[config.mk]
export PLATFORM = sky130hd
export DESIGN_NAME = p2_anim_ctrl
export DESIGN_NICKNAME = d
export VERILOG_FILES = /design/src/rtl/p2_anim_ctrl.sv
export SDC_FILE = /design/constraint.sdc
export NUM_CORES = 1
export LEC_CHECK = 0
export ABC_AREA = 1
export CORE_UTILIZATION = 50
export DETAILED_ROUTE_END_ITERATION = 8
export PLACE_DENSITY_LB_ADDON = 0.3
export SYNTH_ARGS = -nofsm -noshare
export SYNTH_HDL_FRONTEND = slang
export SYNTH_SLANG_ARGS = --single-unit
[constraint.sdc]
create_clock -name clk -period 3.57 [get_ports clk]
set_input_delay 0.714 -clock clk [delete_from_list [all_inputs] [get_ports clk]]
set_output_delay 0.714 -clock clk [all_outputs]
set_load 0.02 [all_outputs]
[src/rtl/p2_anim_ctrl.sv]
// Player-2 animation sequencer and sprite pixel fetcher.
// Optional: define P2_ANIM_MIRROR_EN to add the facing input (horizontal mirror).
module p2_anim_ctrl #(
  parameter int FRAME_DIV = 6,
  parameter int DIV_W     = 6
) (
  input  logic        clk,
  input  logic        rst_n,
  input  logic        frame_tick,
  input  logic        btn_left,
  input  logic        btn_right,
  input  logic        btn_punch,
  input  logic        btn_kick,
  input  logic [9:0]  pix_x,
  input  logic [9:0]  pix_y,
  input  logic [9:0]  pos_x,
  input  logic [9:0]  pos_y,
`ifdef P2_ANIM_MIRROR_EN
  input  logic        facing,
`endif
  output logic [9:0]  rom_addr,
  input  logic [15:0] rom_bitmap,
  output logic        sprite_pix,
  output logic [2:0]  action,
  output logic [1:0]  frame,
  output logic        busy,
  output logic        hit
);

  localparam logic [2:0] ACT_STAY  = 3'd0;
  localparam logic [2:0] ACT_FWD   = 3'd1;
  localparam logic [2:0] ACT_BACK  = 3'd2;
  localparam logic [2:0] ACT_PUNCH = 3'd3;
  localparam logic [2:0] ACT_KICK  = 3'd4;
  localparam logic [DIV_W-1:0] DIV_LAST = DIV_W'(FRAME_DIV - 1);

  logic [2:0]       action_q, action_d;
  logic [1:0]       frame_q, frame_d;
  logic [DIV_W-1:0] div_q, div_d;
  logic             pend_p_q, pend_p_d;
  logic             pend_k_q, pend_k_d;
  logic             prev_p_q, prev_k_q;
  logic             hit_q, hit_d;
  logic             take_p, take_k;
  logic             step;
  logic [2:0]       tgt;

  logic [9:0]       dx, dy;
  logic             in_box;
  logic             in_box_q;
  logic [3:0]       col_q;
  logic [3:0]       bit_idx;
  logic             sprite_q;

  // Divider: a step fires on the FRAME_DIV-th frame tick
  assign step  = frame_tick && (div_q == DIV_LAST);
  always_comb begin
    div_d = div_q;
    if (frame_tick) div_d = step ? '0 : div_q + 1'b1;
  end

  // A rising edge seen in the same clk as a consuming step is kept
  always_comb begin
    pend_p_d = (pend_p_q && !take_p) || (btn_punch && !prev_p_q);
    pend_k_d = (pend_k_q && !take_k) || (btn_kick && !prev_k_q);
  end

  always_ff @(posedge clk or negedge rst_n) begin
    if (!rst_n) begin
      action_q <= ACT_STAY;
      frame_q  <= 2'd0;
    end else begin
      action_q <= action_d;
      frame_q  <= frame_d;
    end
  end

  always_comb begin
    action_d = action_q;
    frame_d  = frame_q;
    take_p   = 1'b0;
    take_k   = 1'b0;
    tgt      = ACT_STAY;
    if (step) begin
      if (busy && frame_q != 2'd3) begin
        frame_d = frame_q + 2'd1;
      end else if (pend_p_q) begin
        action_d = ACT_PUNCH;
        frame_d  = 2'd0;
        take_p   = 1'b1;
        take_k   = 1'b1;
      end else if (pend_k_q) begin
        action_d = ACT_KICK;
        frame_d  = 2'd0;
        take_k   = 1'b1;
      end else begin
        if (btn_right)     tgt = ACT_FWD;
        else if (btn_left) tgt = ACT_BACK;
        if (tgt == action_q) begin
          frame_d = frame_q + 2'd1;
        end else begin
          action_d = tgt;
          frame_d  = 2'd0;
        end
      end
    end
  end

  always_comb begin
    busy  = (action_q == ACT_PUNCH) || (action_q == ACT_KICK);
    hit_d = step && (frame_d == 2'd2) &&
            ((action_d == ACT_PUNCH) || (action_d == ACT_KICK));
  end

  always_ff @(posedge clk or negedge rst_n) begin
    if (!rst_n) begin
      div_q    <= '0;
      pend_p_q <= 1'b0;
      pend_k_q <= 1'b0;
      prev_p_q <= 1'b0;
      prev_k_q <= 1'b0;
      hit_q    <= 1'b0;
    end else begin
      div_q    <= div_d;
      pend_p_q <= pend_p_d;
      pend_k_q <= pend_k_d;
      prev_p_q <= btn_punch;
      prev_k_q <= btn_kick;
      hit_q    <= hit_d;
    end
  end

  // Negative offsets wrap to large values and fall outside the box
  assign dx     = pix_x - pos_x;
  assign dy     = pix_y - pos_y;
  assign in_box = (dx[9:4] == 6'd0) && (dy[9:4] == 6'd0);

  always_comb begin
    rom_addr = 10'd0;
    if (in_box) rom_addr = {dy[3:0], action_q, 1'b0, frame_q};
  end

`ifdef P2_ANIM_MIRROR_EN
  logic facing_q;
  always_ff @(posedge clk or negedge rst_n) begin
    if (!rst_n) facing_q <= 1'b0;
    else        facing_q <= facing;
  end
  assign bit_idx = facing_q ? col_q : ~col_q;
`else
  assign bit_idx = ~col_q;
`endif

  always_ff @(posedge clk or negedge rst_n) begin
    if (!rst_n) begin
      in_box_q <= 1'b0;
      col_q    <= 4'd0;
      sprite_q <= 1'b0;
    end else begin
      in_box_q <= in_box;
      col_q    <= dx[3:0];
      sprite_q <= in_box_q && !rom_bitmap[bit_idx];
    end
  end

  assign sprite_pix = sprite_q;
  assign action     = action_q;
  assign frame      = frame_q;
  assign hit        = hit_q;

endmodule

# [Word level (Yosys, flattened, before mapping)]
# Index checks and enable logic that the tools add are counted.
[classes] order_cmp=1 n_eq_ne=8 n_mul=0 n_shift=0 reduce_logical=21 bitwise_logic=1 mux=27 div=0 n_addsub=4
[ops] op="$mux 3" n=9
[ops] op="$sub 10x10->10" n=2
[ops] op="$mux 2" n=7
[ops] op="$logic_not 6->1" n=2
[ops] op="$logic_and 1x1->1" n=10
[ops] op="$mux 10" n=1
[ops] op="$mux 1" n=8
[ops] op="$add 6x1->6 const B" n=1
[ops] op="$eq 3x2->1 const B" n=2
[ops] op="$eq 3x3->1 const B" n=2
[ops] op="$eq 6x3->1 const B" n=1
[ops] op="$mux 6" n=1
[ops] op="$logic_not 1->1" n=5
[ops] op="$lt 4x5->1 const B" n=1
[ops] op="$bmux 1 s4" n=1
[ops] op="$logic_or 1x1->1" n=4
[ops] op="$not 4->4" n=1
[ops] op="$eq 3x3->1" n=1
[ops] op="$add 2x1->2 const B" n=1
[ops] op="$eq 2x2->1 const B" n=1
[ops] op="$ne 2x2->1 const B" n=1
[totals] input_bits=63 romBits=0 latchBits=0 n_memories=0 output_inout_bits=18 wordCells=73 ramBits=0 regBits=22

# [Depth between registers and ports, before layout]
[logic_depth] depth_word=15 depth_mapped=15 ltp_nobuf=15

# [Worst setup path after synthesis]
# Ideal clock, no wire load.
[synth_timing] kind="input -> output" start="input port pix_x[0]" end="output port rom_addr[0]" required_ns=2.856 t_arrival_ns=2.365 path_buffers=0 cell_stages=14 path_slack_ns=0.491 path_cell_list="inv_1 ha_1 fa_1 inv_1 nand3_1 nand2_1 nand2_1 nand2_1 nand2_1 nand2_1 nand3_1 nor2_2 nand2_2 nor2_1"
[synth_via] elab_chain_len=4
[synth_rtl] item="from (decl)" line="14" source="input logic [9:0] pix_x,"
[synth_rtl] item="$sub 10x10->10" line="134" source="assign dx = pix_x - pos_x;"
[synth_rtl] item="$logic_not 6->1" line="136" source="assign in_box = (dx[9:4] == 6'd0) && (dy[9:4] == 6'd0);"
[synth_rtl] item="$logic_and 1x1->1" line="136"
[synth_rtl] item="$mux 10" line="140" source="if (in_box) rom_addr = {dy[3:0], action_q, 1'b0, frame_q};"
[synth_rtl] item="to (decl)" line="21" source="output logic [9:0] rom_addr,"
# No other way between the ends.

# [Worst setup path in the final report]
[layout_timing] start="input port pos_x[2]" end="output port rom_addr[4]"
[layout_via] elab_chain_len=4
[layout_rtl] item="from (decl)" line="16" source="input logic [9:0] pos_x,"
[layout_rtl] item="$sub 10x10->10" line="134"
[layout_rtl] item="$logic_not 6->1" line="136"
[layout_rtl] item="$logic_and 1x1->1" line="136"
[layout_rtl] item="$mux 10" line="140"
# No other way between the ends.

==> results by group <==
Die
  – Num rows: 24
  – Io pins: 81
  – Die area: 4862 µm²
  – Die width: 69.73 µm
  – Initial Util: 0.5231
  – Core area: 4384 µm²
  – Die Ht: 69.73 µm

Setup path
  – Crit. End Element: output port
  – Reg2reg end: hit
  – Reg2Reg Setup Slack: 1.74 ns
  – Cell depth of the worst flop-to-flop path: 10
  – Worst setup path start: pos_x[2]
  – Crit path capture: rom_addr[4]
  – Crit Path Max Fanout: 5
  – Critical R2R Launch: action[0]
  – Worst Path Arrival: 2.83 ns
  – Critical path required time: 2.86 ns
  – Worst Path Class, Setup: input port to output port
  – CP Launch Type: input port

Timing
  – Slew headroom: 0.3564
  – Hold Vio Cnt, Final: 0
  – Slew @ Worst Pin: 0.9624 ns
  – Final setup vio count: 0
  – Max frequency: 282.5 MHz
  – Final worst slack: 0.03053 ns
  – Worst Clk Skew: 0.002456 ns
  – Tcrit/Tclk final: 0.9914
  – Hold slack: 0.4445 ns
  – Pins over their slew limit: 0
  – Fin crit period: 3.539 ns

Clocking
  – Root Buffer: clkbuf_8
  – Hold Buf Count CTS: 0
  – CTS tree: built
  – H-tree levels: 1
  – Clk slew on worst S/H paths: 0.08 ns
  – CTS Buffer Depth: 2
  – Clk sinks: 22
  – Later-pin clock latency in the skew report: 0.27 ns
  – TritonCTS buffer count: 3

Synthesis
  – Area leader, netlist: dfrtp_1
  – Share of Yosys cell area claimed by the top area cell type: 0.2400
  – Synth Cell Area: 2293 µm²
  – Synth async-reset ratio: 1.000
  – Dominant synthesized flop cell: dfrtp_1
  – Synth unique cells: 29
  – Largest cells by area after synthesis: dfrtp_1 (24%), nand2_1 (17%), inv_1 (14%)
  – Post-Synthesis Cells: 371
  – Sequential share of the synthesized area: 0.2400
  – Synth warn: 0
  – Average size of a mapped cell: 6.182 µm²
  – Synth Register Bits: 22
  – Synth Net Count: 457
  – Number of enable flip-flop cells after synthesis: 0

Global route
  – Met1 track demand over resource: 0.2768
  – First-pass GRT wire length: 10.07 mm
  – Total Routing Usage GR: 0.2508
  – Vias in the first global route: 2,510
  – Most Crowded Layer GR: met2
  – Pin count of the biggest net entering global routing: 23
  – Grt ovf: 0
  – Antenna violations before repair: 1
  – Met3 Usage GRT: 0.04215
  – Met2 Use GR: 0.4822

Route
  – Drt via density: 5.051
  – Pre-Repair DR Iteration Count: 4
  – ANT nets after route: 0
  – Routed wire per std cell: 12.90 µm
  – Drt drc: 0
  – First DRT Iteration DRCs: 147
  – Post-detailed-routing wire length: 6.822 mm
  – Via count: 2,672

Placement
  – DPL Wire Length: 4.653 mm
  – Placed Cells: 520
  – Port Buffers: 79
  – GP Congestion: 0.8583
  – Setup slack after placement: -0.6243 ns

Finish
  – Fin util: 0.8399
  – Area delta synth->final: 60.56%
  – Post-Layout Cell Count: 529
  – Post-layout nets: 563
  – Share of cells above drive strength 1: 0.2101

Power
  – Total power: 1340 µW
  – LEAKAGE: 0.001993 µW
  – PwrDens: 363.9 nW/µm²
  – VDD IR max: 0.0002179 V

Status
  – Status: completed

Flow run
  – Max Cap Viol: 0

Hold path
  – HP Class: flop to flop
[worst min-delay path by stage]
stage,start,endpoint,cells past startpoint
finish,prev_p_q,pend_p_q,1
CTS,prev_p_q,pend_p_q,1
global placement,prev_k_q,pend_k_q,1
detailed placement,prev_p_q,pend_p_q,1
floorplan,prev_k_q,pend_k_q,1
global route,prev_p_q,pend_p_q,1
[final cells by class]
class / instances / area (µm²)
multi-input combinational: 259 / 1680
timing repair buffer: 103 / 982.2
fill: 278 / 701.9
sequential: 22 / 550.5
inverter: 88 / 330.3
tap: 52 / 65.06
clock buffer: 3 / 41.29
clock inverter: 1 / 30.03
antenna: 1 / 2.502
[power breakdown]
part	total, µW	internal [µW]	switching, µW
Clock	234	150	83.7
Sequential	386	321	65.5
Combinational	720	330	390
Total	1340	801	539
[through the flow]
stage | setup TNS, ns | cell area (µm²)
after floorplan | 0 | 2293
after CTS | -0.002184 | 3385
after detailed placement | -5.157 | 3289
after global routing | -0.4179 | 3682
after global placement | -4.330 | 3289
final | 0 | 3682
[state kept, by name, indices dropped and copies added, names as in the netlist]
register and flops:
action 3, col_q 4, div_q 6, frame 2
hit 1, in_box_q 1, pend_k_q 1, pend_p_q 1
prev_k_q 1, prev_p_q 1, sprite_pix 1
[per-layer routing]
layer / share of wire / vias up
met5: 0 / -
met4: 0.016 / 0
met3: 0.052 / 15
met2: 0.54 / 99
met1: 0.39 / 1215
li1: - / 1343
[placed cells by master, fill, tap and decap left out, drive strengths merged, types with 6 or more instances in the layout]
master         synthesis  final
ha                    21     21
dlymetal6s2s           0      9
clkdlybuf4s50          0     61
o21ai                 14     14
xnor2                  6      6
inv                   88     88
dfrtp                 22     22
a21oi                 12     12
xor2                   6      6
nor2                  45     45
nand2                105    106
buf                    1     33
nand3                 23     23
nand4                  8      8
[synth_stat cells (2+ instances only)]
cell and n:
nand3b_1 2, nand2_1 102, o21ai_0 12, nand4_1 8, o211ai_1 3, nor3_1 3
fa_1 2, nor2_4 2, nor2_1 42, nand2_2 3, ha_1 21, dfrtp_1 22
a21oi_1 12, inv_1 87, nand3_1 23, clkbuf_2 2, o22ai_1 2, o21ai_1 2
xor2_1 6, xnor2_1 6
[logic make-up after synthesis]
family          share of synthesized area
buf+inv                            0.1517
simple gates                       0.3470
xor+xnor                          0.04583
other cells                      0.001635
flops                              0.2400
fa+ha+maj                          0.1320
compound gates                    0.08184
[critical path: stages]
cell and delay (ns):
clkdlybuf4s50_1 0.47, inv_2 0.05, ha_4 0.24, or2_1 0.24, nand3_2 0.10, nand2_1 0.06, nand2_1 0.06, nand2_1 0.05
nor2_1 0.13, nand2_1 0.11, nor2_4 0.18, nand2_4 0.11, nor2_1 0.14, buf_4 0.16
[what timing repair did]
item / CTS / global route
cloned: 1 / 0
pin swaps: 4 / 22
buffers inserted: 0 / 3
endpoints found under the setup margin: 9 / 9
resized for setup: 55 / 65
No activity file was read; power rests on OpenSTA's default activity.
